**src/rtl/prn_gen_ctrl_if.sv**
```systemverilog
// Configuration handshake between the channel manager and the PRN generator sequencer.
// The master side offers a configuration; the slave accepts it or flags it as rejected.
interface prn_gen_ctrl_if #(
  parameter int PRN_PHS_WIDTH = 12,
  parameter int ACC_WIDTH     = 32
);
  logic                     rx_cfg_vld;
  logic [ACC_WIDTH-1:0]     rx_cfg_fcw;
  logic [ACC_WIDTH-1:0]     rx_cfg_init_phs;
  logic [2:0]               rx_cfg_paral;
  logic [PRN_PHS_WIDTH-1:0] rx_cfg_code_len;
  logic [PRN_PHS_WIDTH-1:0] rx_cfg_start_chip;
  logic                     tx_cfg_rdy;
  logic                     tx_cfg_err;

  modport master (
    output rx_cfg_vld, rx_cfg_fcw, rx_cfg_init_phs, rx_cfg_paral,
           rx_cfg_code_len, rx_cfg_start_chip,
    input  tx_cfg_rdy, tx_cfg_err
  );

  modport slave (
    input  rx_cfg_vld, rx_cfg_fcw, rx_cfg_init_phs, rx_cfg_paral,
           rx_cfg_code_len, rx_cfg_start_chip,
    output tx_cfg_rdy, tx_cfg_err
  );
endinterface

```
**src/rtl/prn_gen_ctrl.sv**
```systemverilog
// Per-channel sequencer for the BOC/PRN local code generator: latches the channel
// configuration, releases the generator on a time mark and tracks chip index and code epochs.
module prn_gen_ctrl #(
  parameter int PRN_PHS_WIDTH = 12,
  parameter int ACC_WIDTH     = 32,
  parameter int EPOCH_WIDTH   = 16
) (
  input  logic                     rx_clk,
  input  logic                     rx_rst,
  prn_gen_ctrl_if.slave            cfg,
  input  logic                     rx_start,
  input  logic                     rx_time_mark,
  input  logic                     rx_stop,
  input  logic                     rx_slew,
  input  logic [PRN_PHS_WIDTH-1:0] rx_slew_chip,
  input  logic [PRN_PHS_WIDTH-1:0] rx_prn_phs,
  output logic                     tx_gen_rst,
  output logic [ACC_WIDTH-1:0]     tx_prn_fcw,
  output logic [ACC_WIDTH-1:0]     tx_init_phs,
  output logic [2:0]               tx_corr_paral,
  output logic [PRN_PHS_WIDTH-1:0] tx_chip_idx,
  output logic                     tx_epoch,
  output logic [EPOCH_WIDTH-1:0]   tx_epoch_cnt,
  output logic                     tx_busy
);

  typedef enum logic [1:0] {IDLE, WAIT_TM, RUN, SLEW} state_t;

  state_t                   state;
  logic [PRN_PHS_WIDTH-1:0] code_len;
  logic [PRN_PHS_WIDTH-1:0] start_chip;
  logic [PRN_PHS_WIDTH-1:0] prn_phs_d;
  logic                     valid_cfg;
  logic                     cfg_err_q;
  logic                     cfg_legal;
  logic                     chip_adv;
  logic                     last_chip;

  assign cfg_legal      = cfg.rx_cfg_code_len >= PRN_PHS_WIDTH'(2);
  assign chip_adv       = rx_prn_phs != prn_phs_d;
  assign last_chip      = tx_chip_idx == (code_len - PRN_PHS_WIDTH'(1));
  assign cfg.tx_cfg_rdy = state == IDLE;
  assign cfg.tx_cfg_err = cfg_err_q;
  assign tx_busy        = state != IDLE;

  always_ff @(posedge rx_clk) begin
    if (!rx_rst) begin
      state         <= IDLE;
      tx_gen_rst    <= 1'b1;
      tx_prn_fcw    <= '0;
      tx_init_phs   <= '0;
      tx_corr_paral <= '0;
      tx_chip_idx   <= '0;
      tx_epoch      <= 1'b0;
      tx_epoch_cnt  <= '0;
      code_len      <= '0;
      start_chip    <= '0;
      prn_phs_d     <= '0;
      valid_cfg     <= 1'b0;
      cfg_err_q     <= 1'b0;
    end else begin
      cfg_err_q <= 1'b0;
      tx_epoch  <= 1'b0;
      case (state)
        IDLE: begin
          tx_gen_rst <= 1'b1;
          if (cfg.rx_cfg_vld) begin
            if (cfg_legal) begin
              tx_prn_fcw    <= cfg.rx_cfg_fcw;
              tx_init_phs   <= cfg.rx_cfg_init_phs;
              tx_corr_paral <= cfg.rx_cfg_paral;
              code_len      <= cfg.rx_cfg_code_len;
              start_chip    <= cfg.rx_cfg_start_chip;
              valid_cfg     <= 1'b1;
            end else begin
              cfg_err_q <= 1'b1;
            end
          end
          // A legal config offered alongside rx_start arms immediately.
          if (rx_start && (valid_cfg || (cfg.rx_cfg_vld && cfg_legal))) begin
            state <= WAIT_TM;
          end
        end
        WAIT_TM: begin
          if (rx_stop) begin
            state <= IDLE;
          end else if (rx_time_mark) begin
            state        <= RUN;
            tx_gen_rst   <= 1'b0;
            tx_chip_idx  <= start_chip;
            tx_epoch_cnt <= '0;
            prn_phs_d    <= '0;
          end
        end
        RUN: begin
          if (rx_stop) begin
            state      <= IDLE;
            tx_gen_rst <= 1'b1;
          end else if (rx_slew) begin
            state       <= SLEW;
            tx_gen_rst  <= 1'b1;
            tx_chip_idx <= (rx_slew_chip >= code_len) ? '0 : rx_slew_chip;
            prn_phs_d   <= '0;
          end else begin
            prn_phs_d <= rx_prn_phs;
            if (chip_adv) begin
              if (last_chip) begin
                tx_chip_idx  <= '0;
                tx_epoch     <= 1'b1;
                tx_epoch_cnt <= tx_epoch_cnt + EPOCH_WIDTH'(1);
              end else begin
                tx_chip_idx <= tx_chip_idx + PRN_PHS_WIDTH'(1);
              end
            end
          end
        end
        SLEW: begin
          // prn_phs_d stays 0 here because the generator restarts from phase 0.
          tx_gen_rst <= 1'b1;
          if (rx_stop) begin
            state <= IDLE;
          end else begin
            state      <= RUN;
            tx_gen_rst <= 1'b0;
          end
        end
        default: begin
          state      <= IDLE;
          tx_gen_rst <= 1'b1;
        end
      endcase
    end
  end

endmodule

```
**src/flat_wrapper.sv**
```systemverilog
// flat-port wrapper written by rule: the top's interface ports become plain ports
module prn_gen_ctrl_flat 
#(
  parameter int PRN_PHS_WIDTH = 12,
  parameter int ACC_WIDTH     = 32,
  parameter int EPOCH_WIDTH   = 16
)
  (rx_clk, rx_rst, rx_start, rx_time_mark, rx_stop, rx_slew, rx_slew_chip, rx_prn_phs, tx_gen_rst, tx_prn_fcw, tx_init_phs, tx_corr_paral, tx_chip_idx, tx_epoch, tx_epoch_cnt, tx_busy, cfg_rx_cfg_vld, cfg_rx_cfg_fcw, cfg_rx_cfg_init_phs, cfg_rx_cfg_paral, cfg_rx_cfg_code_len, cfg_rx_cfg_start_chip, cfg_tx_cfg_rdy, cfg_tx_cfg_err);
  prn_gen_ctrl_if #(.PRN_PHS_WIDTH(PRN_PHS_WIDTH), .ACC_WIDTH(ACC_WIDTH)) cfg_i ();
  input  logic rx_clk;
  input  logic rx_rst;
  input  logic rx_start;
  input  logic rx_time_mark;
  input  logic rx_stop;
  input  logic rx_slew;
  input  logic [PRN_PHS_WIDTH-1:0] rx_slew_chip;
  input  logic [PRN_PHS_WIDTH-1:0] rx_prn_phs;
  output logic tx_gen_rst;
  output logic [ACC_WIDTH-1:0] tx_prn_fcw;
  output logic [ACC_WIDTH-1:0] tx_init_phs;
  output logic [2:0] tx_corr_paral;
  output logic [PRN_PHS_WIDTH-1:0] tx_chip_idx;
  output logic tx_epoch;
  output logic [EPOCH_WIDTH-1:0] tx_epoch_cnt;
  output logic tx_busy;
  input wire logic [$bits(cfg_i.rx_cfg_vld)-1:0] cfg_rx_cfg_vld;
  input wire logic [$bits(cfg_i.rx_cfg_fcw)-1:0] cfg_rx_cfg_fcw;
  input wire logic [$bits(cfg_i.rx_cfg_init_phs)-1:0] cfg_rx_cfg_init_phs;
  input wire logic [$bits(cfg_i.rx_cfg_paral)-1:0] cfg_rx_cfg_paral;
  input wire logic [$bits(cfg_i.rx_cfg_code_len)-1:0] cfg_rx_cfg_code_len;
  input wire logic [$bits(cfg_i.rx_cfg_start_chip)-1:0] cfg_rx_cfg_start_chip;
  output wire logic [$bits(cfg_i.tx_cfg_rdy)-1:0] cfg_tx_cfg_rdy;
  output wire logic [$bits(cfg_i.tx_cfg_err)-1:0] cfg_tx_cfg_err;
  assign cfg_i.rx_cfg_vld = cfg_rx_cfg_vld;
  assign cfg_i.rx_cfg_fcw = cfg_rx_cfg_fcw;
  assign cfg_i.rx_cfg_init_phs = cfg_rx_cfg_init_phs;
  assign cfg_i.rx_cfg_paral = cfg_rx_cfg_paral;
  assign cfg_i.rx_cfg_code_len = cfg_rx_cfg_code_len;
  assign cfg_i.rx_cfg_start_chip = cfg_rx_cfg_start_chip;
  assign cfg_tx_cfg_rdy = cfg_i.tx_cfg_rdy;
  assign cfg_tx_cfg_err = cfg_i.tx_cfg_err;
  prn_gen_ctrl #(.PRN_PHS_WIDTH(PRN_PHS_WIDTH), .ACC_WIDTH(ACC_WIDTH), .EPOCH_WIDTH(EPOCH_WIDTH)) u_core (.rx_clk(rx_clk), .rx_rst(rx_rst), .cfg(cfg_i), .rx_start(rx_start), .rx_time_mark(rx_time_mark), .rx_stop(rx_stop), .rx_slew(rx_slew), .rx_slew_chip(rx_slew_chip), .rx_prn_phs(rx_prn_phs), .tx_gen_rst(tx_gen_rst), .tx_prn_fcw(tx_prn_fcw), .tx_init_phs(tx_init_phs), .tx_corr_paral(tx_corr_paral), .tx_chip_idx(tx_chip_idx), .tx_epoch(tx_epoch), .tx_epoch_cnt(tx_epoch_cnt), .tx_busy(tx_busy));
endmodule
```
**config.mk**
```make
export PLATFORM = sky130hd
export DESIGN_NAME = prn_gen_ctrl_flat
export DESIGN_NICKNAME = d
export VERILOG_FILES = /design/src/rtl/prn_gen_ctrl_if.sv /design/src/rtl/prn_gen_ctrl.sv /design/src/flat_wrapper.sv
export SDC_FILE = /design/constraint.sdc
export NUM_CORES = 1
export LEC_CHECK = 0
export BUFFER_PORTS_ARGS = -buffer_cell sky130_fd_sc_hd__buf_2
export CAP_MARGIN = 5
export CORE_MARGIN = 4
export CORE_UTILIZATION = 45
export CTS_CLUSTER_SIZE = 14
export DETAILED_ROUTE_END_ITERATION = 7
export PLACE_DENSITY = 0.72
export SYNTH_ARGS = -nofsm -noshare
export SYNTH_HDL_FRONTEND = slang
export SYNTH_SLANG_ARGS = --single-unit
```
**constraint.sdc**
```tcl
create_clock -name rx_clk -period 5.53 [get_ports rx_clk]
set_input_delay 1.106 -clock rx_clk [delete_from_list [all_inputs] [get_ports rx_clk]]
set_output_delay 1.106 -clock rx_clk [all_outputs]
set_load 0.05 [all_outputs]
```
# Yosys cells after proc, flatten, opt, wreduce, memory -nomap -nowiden
# Index checks and enable logic that the tools add are counted.
totals:
  regBits: 137
op_classes:
  n_eq_ne: 15
  n_mux: 35
  n_addsub: 3
  n_lt_le_gt_ge: 2
  n_reduce_logical: 14
  bitwise_logic: 3
ops:
  columns: ["operator", "n"]
  rows:
  - ["12-bit 2-to-1 mux", 11]
  - ["16-bit 2-to-1 mux", 6]
  - ["12-bit one-hot mux with 2 select lines", 2]
  - ["16-bit one-hot mux with 2 select lines", 1]
  - ["16-bit by 1-bit adder with 16-bit output, second input constant", 1]
  - ["12-bit by 1-bit adder with 12-bit output, second input constant", 1]
  - ["12-bit equality test", 1]
  - ["12-bit greater-or-equal comparator", 1]
  - ["12-bit by 2-bit greater-or-equal comparator with 1-bit output, second input constant", 1]
  - ["2-bit 2-to-1 mux", 6]
  - ["12-bit != test", 1]
  - ["3-bit AND reduction", 4]
  - ["12-bit by 1-bit subtractor with 12-bit output, second input constant", 1]
  - ["2-bit != test, second input constant", 4]
  - ["2-bit one-hot mux with 4 select lines", 1]
  - ["1-bit 2-to-1 mux", 7]
  - ["7-bit AND reduction", 1]
  - ["2-bit by 1-bit != test with 1-bit output, second input constant", 3]
  - ["3-bit != test, second input constant", 2]
  - ["5-bit AND reduction", 1]
  - ["5-bit OR reduction", 1]
  - ["2-bit equality test, second input constant", 2]
  - ["1-bit one-hot mux with 4 select lines", 1]
  - ["4-bit AND reduction", 1]
  - ["7 further kinds", 11]

# Depth between registers and ports, before layout
depth:
  word_depth: 7
  depth_mapped: 11
  mapped_depth_nobuf: 9

# Worst setup path before layout
# Ideal clock, no wire load.
synth_path:
  path_kind: "input port to flip-flop"
  from: "in rx_stop"
  to: "reg u_core.tx_epoch_cnt[9]"
  t_required_ns: 5.469
  arrival_ns: 2.623
  path_stages: 7
  setup_ns: 0.061
  slack_ns: 2.846
  cell_sequence: "nand2b_1 -> a22oi_1 -> clkbuf_1 -> nand4_1 -> or3_1 -> a211o_1 -> nand2_1"
synth_via:
  elab_chain_cells: 2
  word_cells_on_any_way: 3
synth_lines:
  columns: ["element", "line", "text"]
  rows:
  - ["start: declaration", "flat_wrapper.sv:14", "input logic rx_stop;"]
  - ["2-bit != test (no source line)", null, null]
  - ["7-bit AND reduction (no source line) (*)", null, null]
  - ["end signal: assignment", "prn_gen_ctrl.sv:110", "tx_epoch_cnt <= tx_epoch_cnt + EPOCH_WIDTH'(1);"]
  - ["end: declaration", "prn_gen_ctrl.sv:23", "output logic [EPOCH_WIDTH-1:0] tx_epoch_cnt,"]
# Every way passes the cells marked *; elsewhere a longest branch is shown, timed or not.
# A chain may end at the register's enable or synchronous reset.

# Worst setup path after layout
layout_path:
  from: "reg u_core.code_len[0]"
  to: "reg u_core.tx_epoch_cnt[8]"
layout_via:
  elab_chain_cells: 4
layout_lines:
  columns: ["element", "line", "text"]
  rows:
  - ["start: declaration", "prn_gen_ctrl.sv:30", "logic [PRN_PHS_WIDTH-1:0] code_len;"]
  - ["start signal: assignment", "prn_gen_ctrl.sv:72", "code_len <= cfg.rx_cfg_code_len;"]
  - ["12-bit by 1-bit subtractor with 12-bit output", "prn_gen_ctrl.sv:41", "assign last_chip = tx_chip_idx == (code_len - PRN_PHS_WIDTH'(1));"]
  - ["12-bit equality test", "prn_gen_ctrl.sv:41", null]
  - ["2-bit by 1-bit != test with 1-bit output (no source line)", null, null]
  - ["7-bit AND reduction (no source line)", null, null]
# Every way passes these cells.

==> flow_summary.ini <==
[run_status]
run_status = completed

[clock_tree]
ctsRootBufferMaster = clkbuf_16
cts_buffer_depth = 2
post_cts_buffers = 0
cts_resized = 0
htreeDepth = 4
clkSinkCount = 137
ctsHoldBuffers = 0
cts_tree = built
path_clk_slew_ps = 60
cts_buffers = 17
clock_latency_ps = 420

[power]
p_switching_uw = 1060
ir_drop_mv = 0.199
clkPwrFrac = 0.385
swShare = 0.341
internal_power_uw = 2040
pwr-share-seq = 0.368
p_leak_uw = 0.00372
p_comb_frac = 0.247
power-per-cell-area_nw_per_um2 = 354

[finish]
seqCellArea_sq_um = 2740
final_common_cell = nand2_1
design_area_sq_um = 8750
multi_input_area_sq_um = 3860
drive_gt1_frac = 0.250
final.fill_count = 1438
fin_nets = 1212
synthToLayoutAreaGrowth_pct = 26.6
final_cell_mix = 224 x nand2_1, 220 x buf_2, 137 x dfxtp_1

[route]
ant_nets = 0
drc = 0
wire_per_inst_um = 15.9
dr.first_iter.drc_count = 438
dr_total_vias = 6868
totalWireLength_um = 20200
drtPass1Iterations = 5
viasPerCell = 5.40

[logic_synthesis]
synth_edf_count = 0
ys.flop_type = dfxtp_1
synth_seq_cells = 137
syn_area_sq_um = 6910
syn-num-nets = 1019
syn_area_per_cell_sq_um = 7.88
yosys_warnings = 0
synthDistinctLibCells = 57
syn_inst = 877
ys_seq_area_frac = 0.397
async_flop_share = 0

[setup_path]
critical_path.max_stage_delay_ps = 580
path_buf_inv = 1
critical-path-top-delay-family = simple AND/OR/NAND/NOR gates
crit_arrival_ps = 3430
crit_path_start_kind = flop
cp_max_fo = 14
end_kind = flop
crit_type = reg -> reg
critPathMostFrequentCell = or4_1
cp.required_ps = 5860
crit_slowest_cell = or4_1
crit_chain = inv_1 > ha_1 > nand2b_1 > or4_1 > and2_4 > nor4_4 > a31oi_2 > or4_1 > a21oi_1

[place]
routabilityCongestion = 0.908
port_buffers = 221
pre_cts_ws_ps = 2190
post_dp_cell_area_sq_um = 8110
place_hpwl_um = 14700

[sta]
fmax_mhz = 323
relSlewSlack = 0.280
setup_ws_ps = 2430
worst_pin_slew_ps = 1080
period_needed_ps = 3100
skew_ps = 7.74
period_share = 0.560
maxSlewViolCount = 0
hold_viol_final = 0
setup_viol = 0
tns_ps = 0
hold_ws_ps = 462
rsz0062_at_grt = no

[run]
maxCapViolations = 0

[global_route]
track_usage = 0.230
grt_overflow = 0
grt_pass1_wl_um = 33300
grt_max_degree = 125
grt_pass1_vias = 6692
antenna_found_initial = 2

[floorplanning]
start_util = 0.456
die-area_sq_um = 17400
fp.dieW_um = 132
rows = 45
core_area_sq_um = 15100
fp.dieH_um = 132
io_pins = 222

[hold_path]
hold_path.class = reg -> reg
-- worst register-to-register path, cell delays in order, from the launching register on --
cell and delay [ps]:
dfxtp_1 380, inv_1 80, ha_1 210, nand2b_1 160, or4_1 550, and2_4 190
nor4_4 380, a31oi_2 340, or4_1 580, a21oi_1 150
-- flip-flops by register name (all words and copies together), names as in the netlist --
register	flops
u_core.tx_prn_fcw	32
u_core.tx_chip_idx	12
u_core.tx_epoch	1
u_core.tx_init_phs	32
u_core.valid_cfg	1
u_core.code_len	12
u_core.prn_phs_d	12
u_core.tx_corr_paral	3
u_core.cfg.tx_cfg_err	1
u_core.start_chip	12
u_core.tx_gen_rst	1
u_core.state	2
u_core.tx_epoch_cnt	16
-- synth_stat cells, drive strengths merged (2+ instances only) --
cell type / n / area [sq um]
xor2: 5 / 43.8
a211o: 5 / 43.8
buf: 3 / 13.8
ha: 20 / 250
dfxtp: 137 / 2740
nand3: 32 / 160
xnor2: 18 / 158
a211oi: 2 / 15.0
nor3: 15 / 75.1
a21o: 4 / 30.0
o2111ai: 2 / 17.5
o2bb2ai: 3 / 26.3
and3: 10 / 62.6
o211ai: 2 / 15.0
or2: 5 / 31.3
nor2: 18 / 67.6
nand3b: 2 / 15.0
inv: 32 / 120
nor4: 8 / 65.1
nand2: 224 / 841
o211a: 2 / 20.0
clkbuf: 50 / 188
and2: 5 / 33.8
o21a: 2 / 15.0
o221ai: 2 / 17.5
o22a: 2 / 17.5
mux2i: 4 / 40.0
a21oi: 25 / 125
nand4b: 2 / 17.5
nand2b: 7 / 43.8
o21ai: 36 / 180
or3: 9 / 56.3
nor2b: 9 / 56.3
o31ai: 11 / 82.6
o32ai: 2 / 17.5
a21boi: 105 / 788
or4: 8 / 63.8
and4: 4 / 35.0
a31oi: 17 / 119
nand4: 19 / 119
-- final cells by class --
class,instances,share of cell area
clock buffer,20,0.0533
inverter,32,0.0137
tap,188,0.0269
sequential,137,0.314
timing repair buffer,227,0.132
multi-input combinational,655,0.441
clock inverter,12,0.0187
antenna,2,0.000572
-- layer usage --
| layer | track usage | routed length [um] | up-vias |
|---|---|---|---|
| li1 | - | - | 3441 |
| met1 | 0.287 | 8580 | 3161 |
| met2 | 0.386 | 9710 | 232 |
| met3 | 0.0637 | 1550 | 30 |
| met4 | 0.0764 | 344 | 4 |
| met5 | 0 | 25 | - |
-- kinds of logic (layout without fill, tap and decap cells) --
logic type	Yosys count	count (layout)	synth area share
compound gates	228	228	0.229
xor+xnor	23	23	0.0291
fa+ha+maj	20	20	0.0362
buf+inv	85	291	0.0465
flops	137	137	0.397
mux	4	4	0.00579
other cells	0	2	0
simple gates	380	380	0.257
-- power groups by stage --
stage / combinational, uW / clock [uW] / sequential, uW
final: 764 / 1190 / 1140
after global routing: 836 / 1260 / 1150
after CTS: 766 / 1220 / 1140
after detailed placement: 763 / 0 / 1160
after global placement: 756 / 0 / 1160
after floorplan: 368 / 0 / 1330
-- final timing paths --
kind	start	end	slack, ps	cells after the start
setup / recovery	u_core.code_len[0]	u_core.tx_epoch_cnt[8]	2430	9
hold / removal	u_core.start_chip[8]	u_core.start_chip[8]	460	2
setup reg to reg	u_core.code_len[0]	u_core.tx_epoch_cnt[8]	2430	9
hold reg to reg	u_core.start_chip[8]	u_core.start_chip[8]	460	2
-- through the flow --
stage               instances  utilization  power, uW
finish                   1273        0.578       3100
global route             1271        0.577       3250
global placement         1239        0.536       1910
CTS                      1271        0.577       3120
detailed placement       1239        0.536       1920
floorplan                 877            -       1700
Power figures use the tool's default switching activity.
